## src/rtl/w_bus_if.sv

```systemverilog
// w_bus_if: W-bus arbiter signal bundle.
//   master: drives src_en/src_data/rr_mode/hold_en/clr_err and observes the bus outputs.
//   slave : the arbiter side; consumes the source requests and drives w_bus, grant and the contention flags.
interface w_bus_if #(
  parameter int WIDTH = 8,
  parameter int SOURCES = 5,
  parameter int CNT_W = 8
);
  logic [SOURCES-1:0]       src_en;
  logic [SOURCES*WIDTH-1:0] src_data;
  logic                     rr_mode;
  logic                     hold_en;
  logic                     clr_err;
  logic [WIDTH-1:0]         w_bus;
  logic                     bus_valid;
  logic [SOURCES-1:0]       grant;
  logic                     contention;
  logic                     contention_sticky;
  logic [CNT_W-1:0]         contention_cnt;
  modport master (
    output src_en, src_data, rr_mode, hold_en, clr_err,
    input  w_bus, bus_valid, grant, contention, contention_sticky, contention_cnt
  );
  modport slave (
    input  src_en, src_data, rr_mode, hold_en, clr_err,
    output w_bus, bus_valid, grant, contention, contention_sticky, contention_cnt
  );
endinterface

```

## src/rtl/w_bus_ctrl.sv

```systemverilog
// w_bus_ctrl: registered W-bus arbiter (fixed priority or round robin) with bus-holder and contention counting.
//   clock, reset_n : rising-edge clock, asynchronous active-low reset.
//   bus (slave)    : per-source enables/data and mode controls in; registered w_bus, one-hot grant,
//                    bus_valid and contention pulse/sticky/saturating counter out.
module w_bus_ctrl #(
  parameter int WIDTH = 8,
  parameter int SOURCES = 5,
  parameter logic [SOURCES-1:0] EN_POL = SOURCES'(5'b11001),
  parameter int CNT_W = 8
) (
  input logic   clock,
  input logic   reset_n,
  w_bus_if.slave bus
);
  localparam int IDX_W = $clog2(SOURCES);
  logic [SOURCES-1:0] req;
  logic               any_req;
  logic               multi_req;
  logic [IDX_W-1:0]   rr_ptr;
  logic [IDX_W-1:0]   fp_idx;
  logic [IDX_W-1:0]   rr_idx;
  logic [IDX_W-1:0]   win;
  logic [WIDTH-1:0]   sel_data;
  // rr_ptr + k never reaches 2*SOURCES, so one conditional subtract is a full modulo
  function automatic logic [IDX_W-1:0] wrap(input int v);
    return IDX_W'(v >= SOURCES ? v - SOURCES : v);
  endfunction
  assign req       = ~(bus.src_en ^ EN_POL);
  assign any_req   = |req;
  // clearing the lowest set bit leaves something only if two or more were set
  assign multi_req = |(req & (req - SOURCES'(1)));
  assign win       = bus.rr_mode ? rr_idx : fp_idx;
  // descending loops so the last hit (lowest index / nearest to rr_ptr+1) wins
  always_comb begin
    fp_idx = '0;
    rr_idx = '0;
    for (int i = SOURCES - 1; i >= 0; i--)
      if (req[i]) fp_idx = IDX_W'(i);
    for (int k = SOURCES; k >= 1; k--)
      if (req[wrap(int'(rr_ptr) + k)]) rr_idx = wrap(int'(rr_ptr) + k);
  end
  always_comb begin
    sel_data = '0;
    for (int i = 0; i < SOURCES; i++)
      if (win == IDX_W'(i)) sel_data = bus.src_data[i*WIDTH +: WIDTH];
  end
  always_ff @(posedge clock or negedge reset_n) begin
    if (!reset_n) begin
      bus.w_bus             <= '0;
      bus.grant             <= '0;
      bus.bus_valid         <= 1'b0;
      bus.contention        <= 1'b0;
      bus.contention_sticky <= 1'b0;
      bus.contention_cnt    <= '0;
      rr_ptr                <= IDX_W'(SOURCES - 1);
    end else begin
      bus.w_bus             <= any_req ? sel_data : bus.hold_en ? bus.w_bus : '0;
      bus.grant             <= any_req ? SOURCES'(1) << win : '0;
      bus.bus_valid         <= any_req;
      bus.contention        <= multi_req;
      bus.contention_sticky <= bus.clr_err ? 1'b0 : bus.contention_sticky | multi_req;
      bus.contention_cnt    <= bus.clr_err ? '0 :
                               (multi_req && bus.contention_cnt != '1) ? bus.contention_cnt + CNT_W'(1) :
                               bus.contention_cnt;
      rr_ptr                <= any_req ? win : rr_ptr;
    end
  end
endmodule

```

## src/flat_wrapper.sv

```systemverilog
// flat-port wrapper written by rule: the top's interface ports become plain ports
module w_bus_ctrl_flat 
#(
  parameter int WIDTH = 8,
  parameter int SOURCES = 5,
  parameter logic [SOURCES-1:0] EN_POL = SOURCES'(5'b11001),
  parameter int CNT_W = 8
)
  (clock, reset_n, bus_src_en, bus_src_data, bus_rr_mode, bus_hold_en, bus_clr_err, bus_w_bus, bus_bus_valid, bus_grant, bus_contention, bus_contention_sticky, bus_contention_cnt);
  w_bus_if #(.WIDTH(WIDTH), .SOURCES(SOURCES), .CNT_W(CNT_W)) bus_i ();
  input logic clock;
  input logic reset_n;
  input wire logic [$bits(bus_i.src_en)-1:0] bus_src_en;
  input wire logic [$bits(bus_i.src_data)-1:0] bus_src_data;
  input wire logic [$bits(bus_i.rr_mode)-1:0] bus_rr_mode;
  input wire logic [$bits(bus_i.hold_en)-1:0] bus_hold_en;
  input wire logic [$bits(bus_i.clr_err)-1:0] bus_clr_err;
  output wire logic [$bits(bus_i.w_bus)-1:0] bus_w_bus;
  output wire logic [$bits(bus_i.bus_valid)-1:0] bus_bus_valid;
  output wire logic [$bits(bus_i.grant)-1:0] bus_grant;
  output wire logic [$bits(bus_i.contention)-1:0] bus_contention;
  output wire logic [$bits(bus_i.contention_sticky)-1:0] bus_contention_sticky;
  output wire logic [$bits(bus_i.contention_cnt)-1:0] bus_contention_cnt;
  assign bus_i.src_en = bus_src_en;
  assign bus_i.src_data = bus_src_data;
  assign bus_i.rr_mode = bus_rr_mode;
  assign bus_i.hold_en = bus_hold_en;
  assign bus_i.clr_err = bus_clr_err;
  assign bus_w_bus = bus_i.w_bus;
  assign bus_bus_valid = bus_i.bus_valid;
  assign bus_grant = bus_i.grant;
  assign bus_contention = bus_i.contention;
  assign bus_contention_sticky = bus_i.contention_sticky;
  assign bus_contention_cnt = bus_i.contention_cnt;
  w_bus_ctrl #(.WIDTH(WIDTH), .SOURCES(SOURCES), .EN_POL(EN_POL), .CNT_W(CNT_W)) u_core (.clock(clock), .reset_n(reset_n), .bus(bus_i));
endmodule
```

## config.mk

```make
export PLATFORM = sky130hd
export DESIGN_NAME = w_bus_ctrl_flat
export DESIGN_NICKNAME = d
export VERILOG_FILES = /design/src/rtl/w_bus_if.sv /design/src/rtl/w_bus_ctrl.sv /design/src/flat_wrapper.sv
export SDC_FILE = /design/constraint.sdc
export NUM_CORES = 1
export LEC_CHECK = 0
export ABC_AREA = 1
export ABC_CLOCK_PERIOD_IN_PS = 9300
export CORE_MARGIN = 4
export CORE_UTILIZATION = 50
export CTS_BUF_LIST = sky130_fd_sc_hd__clkbuf_8
export DETAILED_ROUTE_END_ITERATION = 8
export GPL_ROUTABILITY_DRIVEN = 0
export GPL_TIMING_DRIVEN = 0
export PLACE_DENSITY = 0.83
export SYNTH_ARGS = -nofsm -noshare
export SYNTH_HDL_FRONTEND = slang
export SYNTH_SLANG_ARGS = --single-unit
```

## constraint.sdc

```tcl
create_clock -name clock -period 9.3 [get_ports clock]
set_input_delay 0.93 -clock clock [delete_from_list [all_inputs] [get_ports clock]]
set_output_delay 0.93 -clock clock [all_outputs]
set_load 0.02 [all_outputs]
```

==> qor.txt <==
status: completed
DIE HEIGHT: 80.4 um
Routed Antenna Nets: 0
initial drt markers: 169
placed cells: 549
vias in the first global route: 2,626
worst-path cell with the longest stage delay: dfrtp_1
first-pass GRT wire length: 11.5 mm
endpoints failing hold: 0
Buf/Inv on CP: 6
CP dominant cell by count: nand2_1
Avg WL per Cell: 12.7 um
number of enable flip-flop cells after synthesis: 0
via count of the routed design: 2,840
Post-Place Setup Slack: 5.87 ns
CTS root buf: clkbuf_8
hpwl dp: 5.75 mm
PnR worst setup slack: 5.85 ns
kind of critical path: reg2reg
Routed WL: 7.04 mm
Syn. warnings: 0
Final Power: 0.00137 W
area grow syn2layout: 32.6%
slowest cell delay on critical path: 0.47 ns
ratio of cells with drive above 1 in the final layout: 0.112
crit path DAT: 3.62 ns
Top Family by Delay on Critical Path: simple AND/OR/NAND/NOR gates
post-CTS setup buffers: 0
CP Launch Type: flip-flop
crit-path max FO: 12
Initial Util: 0.516
routed vias/inst: 5.14
Reg2Reg Setup Slack: 5.85 ns
Port Buffers: 72
final worst path period share: 0.371
cells on worst reg2reg path: 26
Core Area: 5070 um2
setup TNS: 0 ns
CTS Sinks: 27
drt pass-1 iters: 4
Clock Tree Buf Depth: 2
Syn Nets: 468
Global Route Usage Sum: 0.220
worst relative slew slack: 0.205
Max Clk Rate: 290 MHz
PD cells: 395 nW/um2
Syn Area/Cell: 6.43 um2
# rows: 26
clock skew: 0.00192 ns
Fillers: 463
# IOs: 74
FF-to-FF Start: u_core.rr_ptr[0]
Crit Reg-Reg Endpoint: u_core.bus.w_bus[0]
HP Class: reg2reg
Finish-stage setup viols: 0
final max-slew violation count: 0
hold endpoint: u_core.bus.w_bus[6]
WP data required: 9.47 ns
H-tree levels: 1
CTS tree: built
commonest non-fill, non-tap cell in the layout: nand2_1
Die ar.: 6460 um2
Mapped Cells: 407
unrepaired setup endpoints after global routing: no
n_diodes: 0
Yosys cell types: 39
hold path start: u_core.bus.w_bus[6]
DRC Markers: 0
VDD IR max: 0.291 mV
Post-Layout Cell Count: 553
LEAKAGE: 1.77 nW
width of the die: 80.4 um
total congestion overflow: 0
Max-Cap Viols: 0
post-CTS sizing: 0
Top FF cell, synth: dfrtp_1
antenna violations before repair: 0
Nets: 545
fin crit period: 3.45 ns
# hold bufs at CTS: 0
#FFs+latches synth: 27
Clock transition at path regs: 0.09 ns
Hold Slack: 0.496 ns
Clock Latency Late Sink: 0.27 ns
worst slew pin tran: 1.19 ns
CTS Buf Count: 3
post-synthesis sequential area ratio: 0.259
hold depth: 2
largest net degree at the start of global routing: 28
cell area after synthesis: 2620 um2
crit end category: flip-flop
most frequent cells in the layout: 137 x nand2_1, 72 x clkdlybuf4s50_1, 57 x inv_1, 55 x nand3_1, 26 x dfrtp_1
Synth async-reset ratio: 1.00
metal layers:
layer | GRT usage | up-vias | part of all wire
met1 | 0.280 | 1299 | 0.45
li1 | - | 1450 | -
met5 | 0 | - | 0
met4 | 0.0203 | 0 | 0.0044
met3 | 0.0336 | 4 | 0.053
met2 | 0.406 | 87 | 0.50
flip-flops by register name (all words and copies together), names as in the netlist:
signal / cells
u_core.bus.contention_cnt: 8
u_core.bus.w_bus: 8
u_core.bus.grant: 5
u_core.rr_ptr: 3
u_core.bus.bus_valid: 1
u_core.bus.contention: 1
u_core.bus.contention_sticky: 1
worst reg2reg max path, cell delays in order, from the launching register on:
cell and delay [ns]:
dfrtp_1 0.47, inv_2 0.10, buf_6 0.16, ha_1 0.16, inv_1 0.05, fa_1 0.42, a21oi_4 0.20, inv_1 0.08
nand2_1 0.10, nand2_1 0.10, nand2_1 0.07, nand3b_1 0.08, nand3_1 0.12, nand2_1 0.13, nor2_1 0.12, nand2_1 0.08
nand2_1 0.09, nand2_2 0.09, nand2_4 0.15, inv_6 0.06, buf_12 0.14, nand3_2 0.05, nand3_1 0.11, nand2_1 0.08
nand2_1 0.06, nand2_1 0.06, nand2_1 0.05
cell type report:
| cell class | instances | area (um2) | share of cell area |
|---|---|---|---|
| Inverter | 64 | 248 | 0.0714 |
| Tap cell | 70 | 87.6 | 0.0252 |
| Timing Repair Buffer | 72 | 721 | 0.208 |
| Clock inverter | 1 | 3.75 | 0.00108 |
| Buffer | 8 | 68.8 | 0.0198 |
| Multi-Input combinational cell | 308 | 1620 | 0.468 |
| Sequential cell | 27 | 677 | 0.195 |
| Clock buffer | 3 | 41.3 | 0.0119 |
worst max path at each step:
stage                                      to  cells after the start        startpoint  slack [ns]
after floorplan           u_core.bus.w_bus[0]                     26  u_core.rr_ptr[0]        6.37
after global placement    u_core.bus.w_bus[6]                     11     bus_src_en[2]        5.89
after detailed placement  u_core.bus.w_bus[0]                     26  u_core.rr_ptr[0]        5.87
after CTS                 u_core.bus.w_bus[0]                     26  u_core.rr_ptr[0]        5.85
after global routing      u_core.bus.w_bus[1]                     26  u_core.rr_ptr[0]        5.53
final                     u_core.bus.w_bus[0]                     26  u_core.rr_ptr[0]        5.85
where the power goes:
group / switching [W] / internal [W] / total [W]
Combinational: 0.000709 / 0.000410 / 0.00112
Clock: 0.0000348 / 0.0000296 / 0.0000644
Sequential: 0.0000290 / 0.000158 / 0.000187
Yosys cell counts, types with 2 or more instances:
library cell,instances,area (um2)
nor2_1,19,71.3
buf_2,3,15.0
nand3_2,11,110
nand4_1,6,37.5
dfrtp_1,26,651
inv_2,4,15.0
clkinv_1,2,7.51
ha_1,10,125
nand2_4,4,45.0
a221oi_1,2,17.5
nand3b_1,2,15.0
nand2_1,137,514
buf_4,3,22.5
nor3_1,3,15.0
nand2_2,16,100
a21oi_1,7,35.0
nand3_1,55,275
inv_1,56,210
o21ai_0,16,80.1
o21ai_1,6,30.0
cell families after synthesis:
group,Yosys count,share of synthesized area
adder cells (fa/ha/maj),11,0.0554
AO/OA/AOI/OAI,36,0.0803
AND/OR/NAND/NOR,259,0.478
flip-flops,27,0.259
XOR/XNOR,2,0.00669
buffers and inverters,72,0.121
through the flow:
stage / util / area, um2
after global placement: 0.675 / 3430
after floorplan: - / 2620
final: 0.684 / 3470
after detailed placement: 0.675 / 3430
after CTS: 0.684 / 3470
after global routing: 0.684 / 3470
Power figures use the tool's default switching activity.
